`src/rtl/vga_timing_gen.sv`:
```
// Parametrised VGA raster timing generator with clock-enable and frame-aligned run/stop.
// Optional macro VGA_TIMING_FRAME_CNT_EN adds a 16-bit frame counter output (frame_cnt).
module vga_timing_gen #(
    parameter int H_ACTIVE = 800,
    parameter int H_FP     = 40,
    parameter int H_SYNC   = 128,
    parameter int H_BP     = 88,
    parameter int V_ACTIVE = 600,
    parameter int V_FP     = 1,
    parameter int V_SYNC   = 4,
    parameter int V_BP     = 23,
    parameter bit H_POL    = 1'b1,
    parameter bit V_POL    = 1'b1,
    parameter int CW       = 12
) (
    input  logic          clk,
    input  logic          reset,
    input  logic          ce,
    input  logic          en,
    output logic          hs,
    output logic          vs,
    output logic          de,
    output logic [CW-1:0] x,
    output logic [CW-1:0] y,
    output logic          line_start,
    output logic          frame_start,
    output logic          vblank,
    output logic          running,
`ifdef VGA_TIMING_FRAME_CNT_EN
    output logic [15:0]   frame_cnt,
`endif
    output logic [1:0]    o_dbg_state
);

    localparam int H_TOTAL = H_ACTIVE + H_FP + H_SYNC + H_BP;
    localparam int V_TOTAL = V_ACTIVE + V_FP + V_SYNC + V_BP;

    localparam logic [CW-1:0] H_LAST = CW'(H_TOTAL - 1);
    localparam logic [CW-1:0] V_LAST = CW'(V_TOTAL - 1);
    localparam logic [CW-1:0] H_ACT  = CW'(H_ACTIVE);
    localparam logic [CW-1:0] V_ACT  = CW'(V_ACTIVE);
    localparam logic [CW-1:0] H_SS   = CW'(H_ACTIVE + H_FP);
    localparam logic [CW-1:0] H_SE   = CW'(H_ACTIVE + H_FP + H_SYNC);
    localparam logic [CW-1:0] V_SS   = CW'(V_ACTIVE + V_FP);
    localparam logic [CW-1:0] V_SE   = CW'(V_ACTIVE + V_FP + V_SYNC);

    typedef enum logic [1:0] {
        S_IDLE  = 2'd0,
        S_RUN   = 2'd1,
        S_DRAIN = 2'd2
    } state_t;

    state_t        r_state;
    logic [CW-1:0] r_h;
    logic [CW-1:0] r_v;

    logic          w_last;
    logic          w_go;
    logic [CW-1:0] w_nh;
    logic [CW-1:0] w_nv;
    logic          w_de;
    logic          w_hsync;
    logic          w_vsync;

    assign o_dbg_state = r_state;

    // r_h/r_v hold the pixel currently presented; w_nh/w_nv is the pixel the next ce edge emits.
    always_comb begin
        w_last = (r_h == H_LAST) && (r_v == V_LAST);
        w_go   = 1'b0;
        w_nh   = '0;
        w_nv   = '0;
        if (r_state == S_IDLE) begin
            w_go = en;
        end else begin
            w_go = en || !w_last;
            if (r_h == H_LAST) begin
                w_nv = (r_v == V_LAST) ? '0 : r_v + 1'b1;
            end else begin
                w_nh = r_h + 1'b1;
                w_nv = r_v;
            end
        end
        w_de    = (w_nh < H_ACT) && (w_nv < V_ACT);
        w_hsync = (w_nh >= H_SS) && (w_nh < H_SE);
        w_vsync = (w_nv >= V_SS) && (w_nv < V_SE);
    end

    always_ff @(posedge clk or posedge reset) begin
        if (reset) begin
            r_state     <= S_IDLE;
            r_h         <= '0;
            r_v         <= '0;
            hs          <= ~H_POL;
            vs          <= ~V_POL;
            de          <= 1'b0;
            x           <= '0;
            y           <= '0;
            line_start  <= 1'b0;
            frame_start <= 1'b0;
            vblank      <= 1'b0;
            running     <= 1'b0;
`ifdef VGA_TIMING_FRAME_CNT_EN
            frame_cnt   <= '0;
`endif
        end else if (ce) begin
            if (w_go) begin
                r_state     <= en ? S_RUN : S_DRAIN;
                r_h         <= w_nh;
                r_v         <= w_nv;
                hs          <= w_hsync ? H_POL : ~H_POL;
                vs          <= w_vsync ? V_POL : ~V_POL;
                de          <= w_de;
                x           <= w_de ? w_nh : '0;
                y           <= w_de ? w_nv : '0;
                line_start  <= (w_nh == '0);
                frame_start <= (w_nh == '0) && (w_nv == '0);
                vblank      <= (w_nv >= V_ACT);
                running     <= 1'b1;
`ifdef VGA_TIMING_FRAME_CNT_EN
                if ((w_nh == '0) && (w_nv == '0)) frame_cnt <= frame_cnt + 16'd1;
`endif
            end else begin
                // Either idle with no request, or the last pixel of a draining frame has been shown.
                r_state     <= S_IDLE;
                r_h         <= '0;
                r_v         <= '0;
                hs          <= ~H_POL;
                vs          <= ~V_POL;
                de          <= 1'b0;
                x           <= '0;
                y           <= '0;
                line_start  <= 1'b0;
                frame_start <= 1'b0;
                vblank      <= 1'b0;
                running     <= 1'b0;
            end
        end
    end

endmodule
```
`config.mk`:
```
export PLATFORM = sky130hd
export DESIGN_NAME = vga_timing_gen
export DESIGN_NICKNAME = d
export VERILOG_FILES = /design/src/rtl/vga_timing_gen.sv
export SDC_FILE = /design/constraint.sdc
export NUM_CORES = 1
export LEC_CHECK = 0
export CORE_UTILIZATION = 59
export CTS_BUF_LIST = sky130_fd_sc_hd__clkbuf_2
export DETAILED_ROUTE_END_ITERATION = 10
export PLACE_DENSITY = 0.83
export SYNTH_ARGS = -nofsm -noshare
export SYNTH_HDL_FRONTEND = slang
export SYNTH_SLANG_ARGS = --single-unit
```
`constraint.sdc`:
```
create_clock -name clk -period 3.4 [get_ports clk]
set_input_delay 0.34 -clock clk [delete_from_list [all_inputs] [get_ports clk]]
set_output_delay 0.34 -clock clk [all_outputs]
set_load 0.05 [all_outputs]
```
==> impl_metrics.prom <==
# TYPE chip_impl_metric gauge
chip_impl_info{name="status",value="completed"} 1
chip_impl_metric{name="synth.yosys.seq_area_share",unit="%"} 41.3
chip_impl_metric{name="post_synth_inst_count",unit=""} 371
chip_impl_metric{name="mappedNetlistArea",unit="mm2"} 0.00346
chip_impl_metric{name="worstPathArrival",unit="ps"} 3560
chip_impl_metric{name="power.ir.vdd_worst",unit="V"} 0.000383
chip_impl_metric{name="floorplan.core_area",unit="mm2"} 0.00557
chip_impl_metric{name="worst-path-buf-inv",unit=""} 0
chip_impl_metric{name="antennaDiodeCount",unit=""} 0
chip_impl_metric{name="grt.total_usage",unit="%"} 32.2
chip_impl_metric{name="avgRoutedWirePerCell",unit="um"} 19.0
chip_impl_metric{name="synth_enable_flop_cells",unit=""} 0
chip_impl_info{name="setup.worst_path.end_class",value="register"} 1
chip_impl_metric{name="static-leakage-power",unit="nW"} 1.63
chip_impl_metric{name="grt-ovfl-total",unit=""} 0
chip_impl_metric{name="tightestPinTransition",unit="ps"} 1050
chip_impl_info{name="hold_path.class",value="in -> async"} 1
chip_impl_metric{name="worst_ep_required_time",unit="ps"} 3810
chip_impl_metric{name="postSynthRegisterBits",unit=""} 57
chip_impl_metric{name="via_count",unit=""} 3231
chip_impl_metric{name="fin_skew",unit="ps"} 25.8
chip_impl_metric{name="clk-insertion-delay-late",unit="ps"} 520
chip_impl_info{name="worstSetupPathType",value="reg -> reg"} 1
chip_impl_metric{name="floorplan.die_area",unit="mm2"} 0.00617
chip_impl_info{name="cts_tree",value="built"} 1
chip_impl_metric{name="crit_path_max_fanout",unit=""} 11
chip_impl_info{name="layout_commonest_cell",value="sky130_fd_sc_hd__dfrtp_1"} 1
chip_impl_metric{name="place.gp.congestion",unit=""} 0.967
chip_impl_metric{name="row_count",unit=""} 27
chip_impl_info{name="crit_chain",value="ha_1 > and4_1 > nand3_1 > nor3_1 > mux2_2 > o31ai_2 > nand3_4 > o41ai_1"} 1
chip_impl_metric{name="clkSinkCount",unit=""} 57
chip_impl_metric{name="synth-warning-count",unit=""} 0
chip_impl_metric{name="detail_route.vias_per_cell",unit=""} 6.63
chip_impl_info{name="mostFrequentLayoutCells",value="sky130_fd_sc_hd__dfrtp_1 (57), sky130_fd_sc_hd__nand2_1 (38), sky130_fd_sc_hd__clkdlybuf4s50_1 (36)"} 1
chip_impl_info{name="crit_start",value="r_h[0]"} 1
chip_impl_metric{name="cts_hold_repair.buffers",unit=""} 0
chip_impl_metric{name="layout-area-overhead-vs-synth",unit="%"} 17.2
chip_impl_metric{name="cts.repair_timing.setup_buffer_count",unit=""} 0
chip_impl_metric{name="place.detailed.hpwl",unit="um"} 6240
chip_impl_metric{name="power_per_cell_area",unit="mW/mm2"} 392
chip_impl_metric{name="postSynth.asyncResetShare",unit="%"} 100
chip_impl_info{name="critical_path_cell_with_the_highest_stage_delay",value="sky130_fd_sc_hd__dfrtp_1"} 1
chip_impl_metric{name="clockBufferDepth",unit=""} 2
chip_impl_metric{name="first_global_vias",unit=""} 2905
chip_impl_metric{name="final_antenna_net_count",unit=""} 0
chip_impl_metric{name="clock_tree.htree_level_count",unit=""} 3
chip_impl_metric{name="fin_setup_tns",unit="ps"} 0
chip_impl_metric{name="slew-limit-headroom",unit="%"} 30.0
chip_impl_metric{name="number_of_antenna_violations_at_the_first_check_in_global_routing",unit=""} 0
chip_impl_metric{name="finalWorstPathRequiredPeriod",unit="ps"} 3150
chip_impl_metric{name="yosysUniqueCellTypes",unit=""} 63
chip_impl_info{name="grt_setup_unrepaired",value="no"} 1
chip_impl_metric{name="detail_route.wirelength",unit="um"} 9270
chip_impl_metric{name="timing_hold_violations_final",unit=""} 0
chip_impl_metric{name="finalWorstSetupSlack",unit="ps"} 246
chip_impl_metric{name="dr.first_iter.drc_count",unit=""} 463
chip_impl_info{name="cts_root_buf",value="sky130_fd_sc_hd__clkbuf_2"} 1
chip_impl_metric{name="post_cts_resize_count",unit=""} 0
chip_impl_metric{name="first_pass_grt_wire_length",unit="um"} 15000
chip_impl_metric{name="drt_drc_violations_left",unit=""} 0
chip_impl_metric{name="cts-buffers-inserted",unit=""} 9
chip_impl_metric{name="timing_max_transition_violations_final",unit=""} 0
chip_impl_info{name="crit_path_start_kind",value="register"} 1
chip_impl_metric{name="die_width",unit="um"} 78.5
chip_impl_metric{name="timing.final.setup_violations",unit=""} 0
chip_impl_metric{name="slowest_delay",unit="ps"} 490
chip_impl_info{name="regToRegStartpoint",value="r_h[0]"} 1
chip_impl_info{name="synthDominantAreaCellType",value="sky130_fd_sc_hd__dfrtp_1"} 1
chip_impl_metric{name="die_height",unit="um"} 78.5
chip_impl_metric{name="max_cap_check_violation_count",unit=""} 0
chip_impl_info{name="largest_delay_share_family_worst_path",value="simple AND/OR/NAND/NOR gates"} 1
chip_impl_metric{name="io_buffers",unit=""} 36
chip_impl_metric{name="detail_route.first_pass.iterations",unit=""} 5
chip_impl_metric{name="fraction_of_layout_cells_with_a_size_suffix_above_1",unit="%"} 15.2
chip_impl_metric{name="layout_worst_path_cycle_share",unit="%"} 92.8
chip_impl_metric{name="num_io_pins",unit=""} 37
chip_impl_info{name="yosys-top-cells-area",value="sky130_fd_sc_hd__dfrtp_1 (41%), sky130_fd_sc_hd__nand2_1 (4.1%), sky130_fd_sc_hd__o2bb2ai_1 (4.1%)"} 1
chip_impl_metric{name="final_core_util",unit="%"} 72.7
chip_impl_metric{name="clkSlewWorstSetupHoldPaths",unit="ps"} 180
chip_impl_metric{name="grt_max_degree",unit=""} 36
chip_impl_metric{name="finalNetCount",unit=""} 416
chip_impl_metric{name="max_freq",unit="MHz"} 317
chip_impl_info{name="synth_top_flop_cell",value="sky130_fd_sc_hd__dfrtp_1"} 1
chip_impl_metric{name="dpl_worst_slack",unit="ps"} 326
chip_impl_metric{name="synth_top_area_share",unit="%"} 41.3
chip_impl_metric{name="syn_area_per_cell",unit="um2"} 9.31
chip_impl_metric{name="synth.net_count",unit=""} 377
chip_impl_metric{name="post-layout-total-power",unit="mW"} 1.59
chip_impl_metric{name="initial_core_util",unit="%"} 62.0
## where the power goes
| group | total, mW | switching (mW) | internal [mW] |
|---|---|---|---|
| sequential | 0.764 | 0.0425 | 0.721 |
| clock | 0.437 | 0.270 | 0.168 |
| combinational | 0.387 | 0.257 | 0.130 |
## cell usage after synthesis (4+ instances only)
cell / instances
sky130_fd_sc_hd__nor2b_1: 5
sky130_fd_sc_hd__a21boi_0: 4
sky130_fd_sc_hd__nand3b_1: 5
sky130_fd_sc_hd__a21oi_1: 11
sky130_fd_sc_hd__nand4_1: 5
sky130_fd_sc_hd__inv_1: 18
sky130_fd_sc_hd__and2_1: 4
sky130_fd_sc_hd__nand2_1: 38
sky130_fd_sc_hd__a21o_1: 4
sky130_fd_sc_hd__and4_1: 5
sky130_fd_sc_hd__dfrtp_1: 57
sky130_fd_sc_hd__nor2_1: 14
sky130_fd_sc_hd__and3_1: 5
sky130_fd_sc_hd__o32ai_2: 7
sky130_fd_sc_hd__nand3_1: 24
sky130_fd_sc_hd__xnor2_1: 9
sky130_fd_sc_hd__mux2_2: 5
sky130_fd_sc_hd__buf_2: 8
sky130_fd_sc_hd__nor3_1: 10
sky130_fd_sc_hd__o31ai_1: 6
sky130_fd_sc_hd__o2bb2ai_1: 16
sky130_fd_sc_hd__o21ai_0: 25
sky130_fd_sc_hd__a31oi_1: 7
sky130_fd_sc_hd__clkbuf_1: 18
## kinds of logic after synthesis
kind of cell,share of synthesized area [%]
flops,41.3
mux,1.92
simple gates,22.6
compound gates,25.2
fa+ha+maj,0.724
xor+xnor,2.79
buf+inv,5.54
## per-layer routing
layer,GRT usage [%],vias up,routed length (um),part of all wire (%)
met5,0,-,0,0
met2,46.8,194,4200,45
met3,7.21,20,846,9.1
met1,46.6,1553,4040,44
met4,12.6,0,182,2.0
li1,-,1464,-,-
## through the flow
stage / hold WS (ps) / std cells / instance area (um2)
finish: 155 / 487 / 4050
global route: 178 / 487 / 4050
CTS: 136 / 486 / 4040
detailed placement: 471 / 470 / 3930
global placement: 468 / 470 / 3930
floorplan: 438 / 371 / 3460
## flip-flops by register name (all words and copies together) (netlist names)
name and flops:
x 12, o_dbg_state 2, r_h 12, y 12, hs 1, r_v 12
frame_start 1, vs 1, running 1, line_start 1, vblank 1, de 1
## layout make-up
type	count	area, um2
inverters	18	67.6
clock buffers	10	50.0
repair buffers	55	503
clock inverters	6	58.8
well taps	72	90.1
flip-flops and latches	57	1430
fillers	420	1520
multi-input cells	269	1860
## final timing paths
path	to	slack, ps	depth (start not counted)
setup / recovery	y[3]	250	8
max in group asynchronous	r_v[9]	2360	3
setup reg to reg	y[3]	250	8
hold / removal	x[7]	160	2
hold reg to reg	y[8]	510	1
min in group clk	o_dbg_state[1]	490	2
## worst reg2reg max path, cell delays in order (launching register included)
cell	delay [ps]
sky130_fd_sc_hd__dfrtp_1	490
sky130_fd_sc_hd__ha_1	290
sky130_fd_sc_hd__and4_1	270
sky130_fd_sc_hd__nand3_1	110
sky130_fd_sc_hd__nor3_1	340
sky130_fd_sc_hd__mux2_2	390
sky130_fd_sc_hd__o31ai_2	490
sky130_fd_sc_hd__nand3_4	260
sky130_fd_sc_hd__o41ai_1	420
Power figures use the tool's default switching activity.
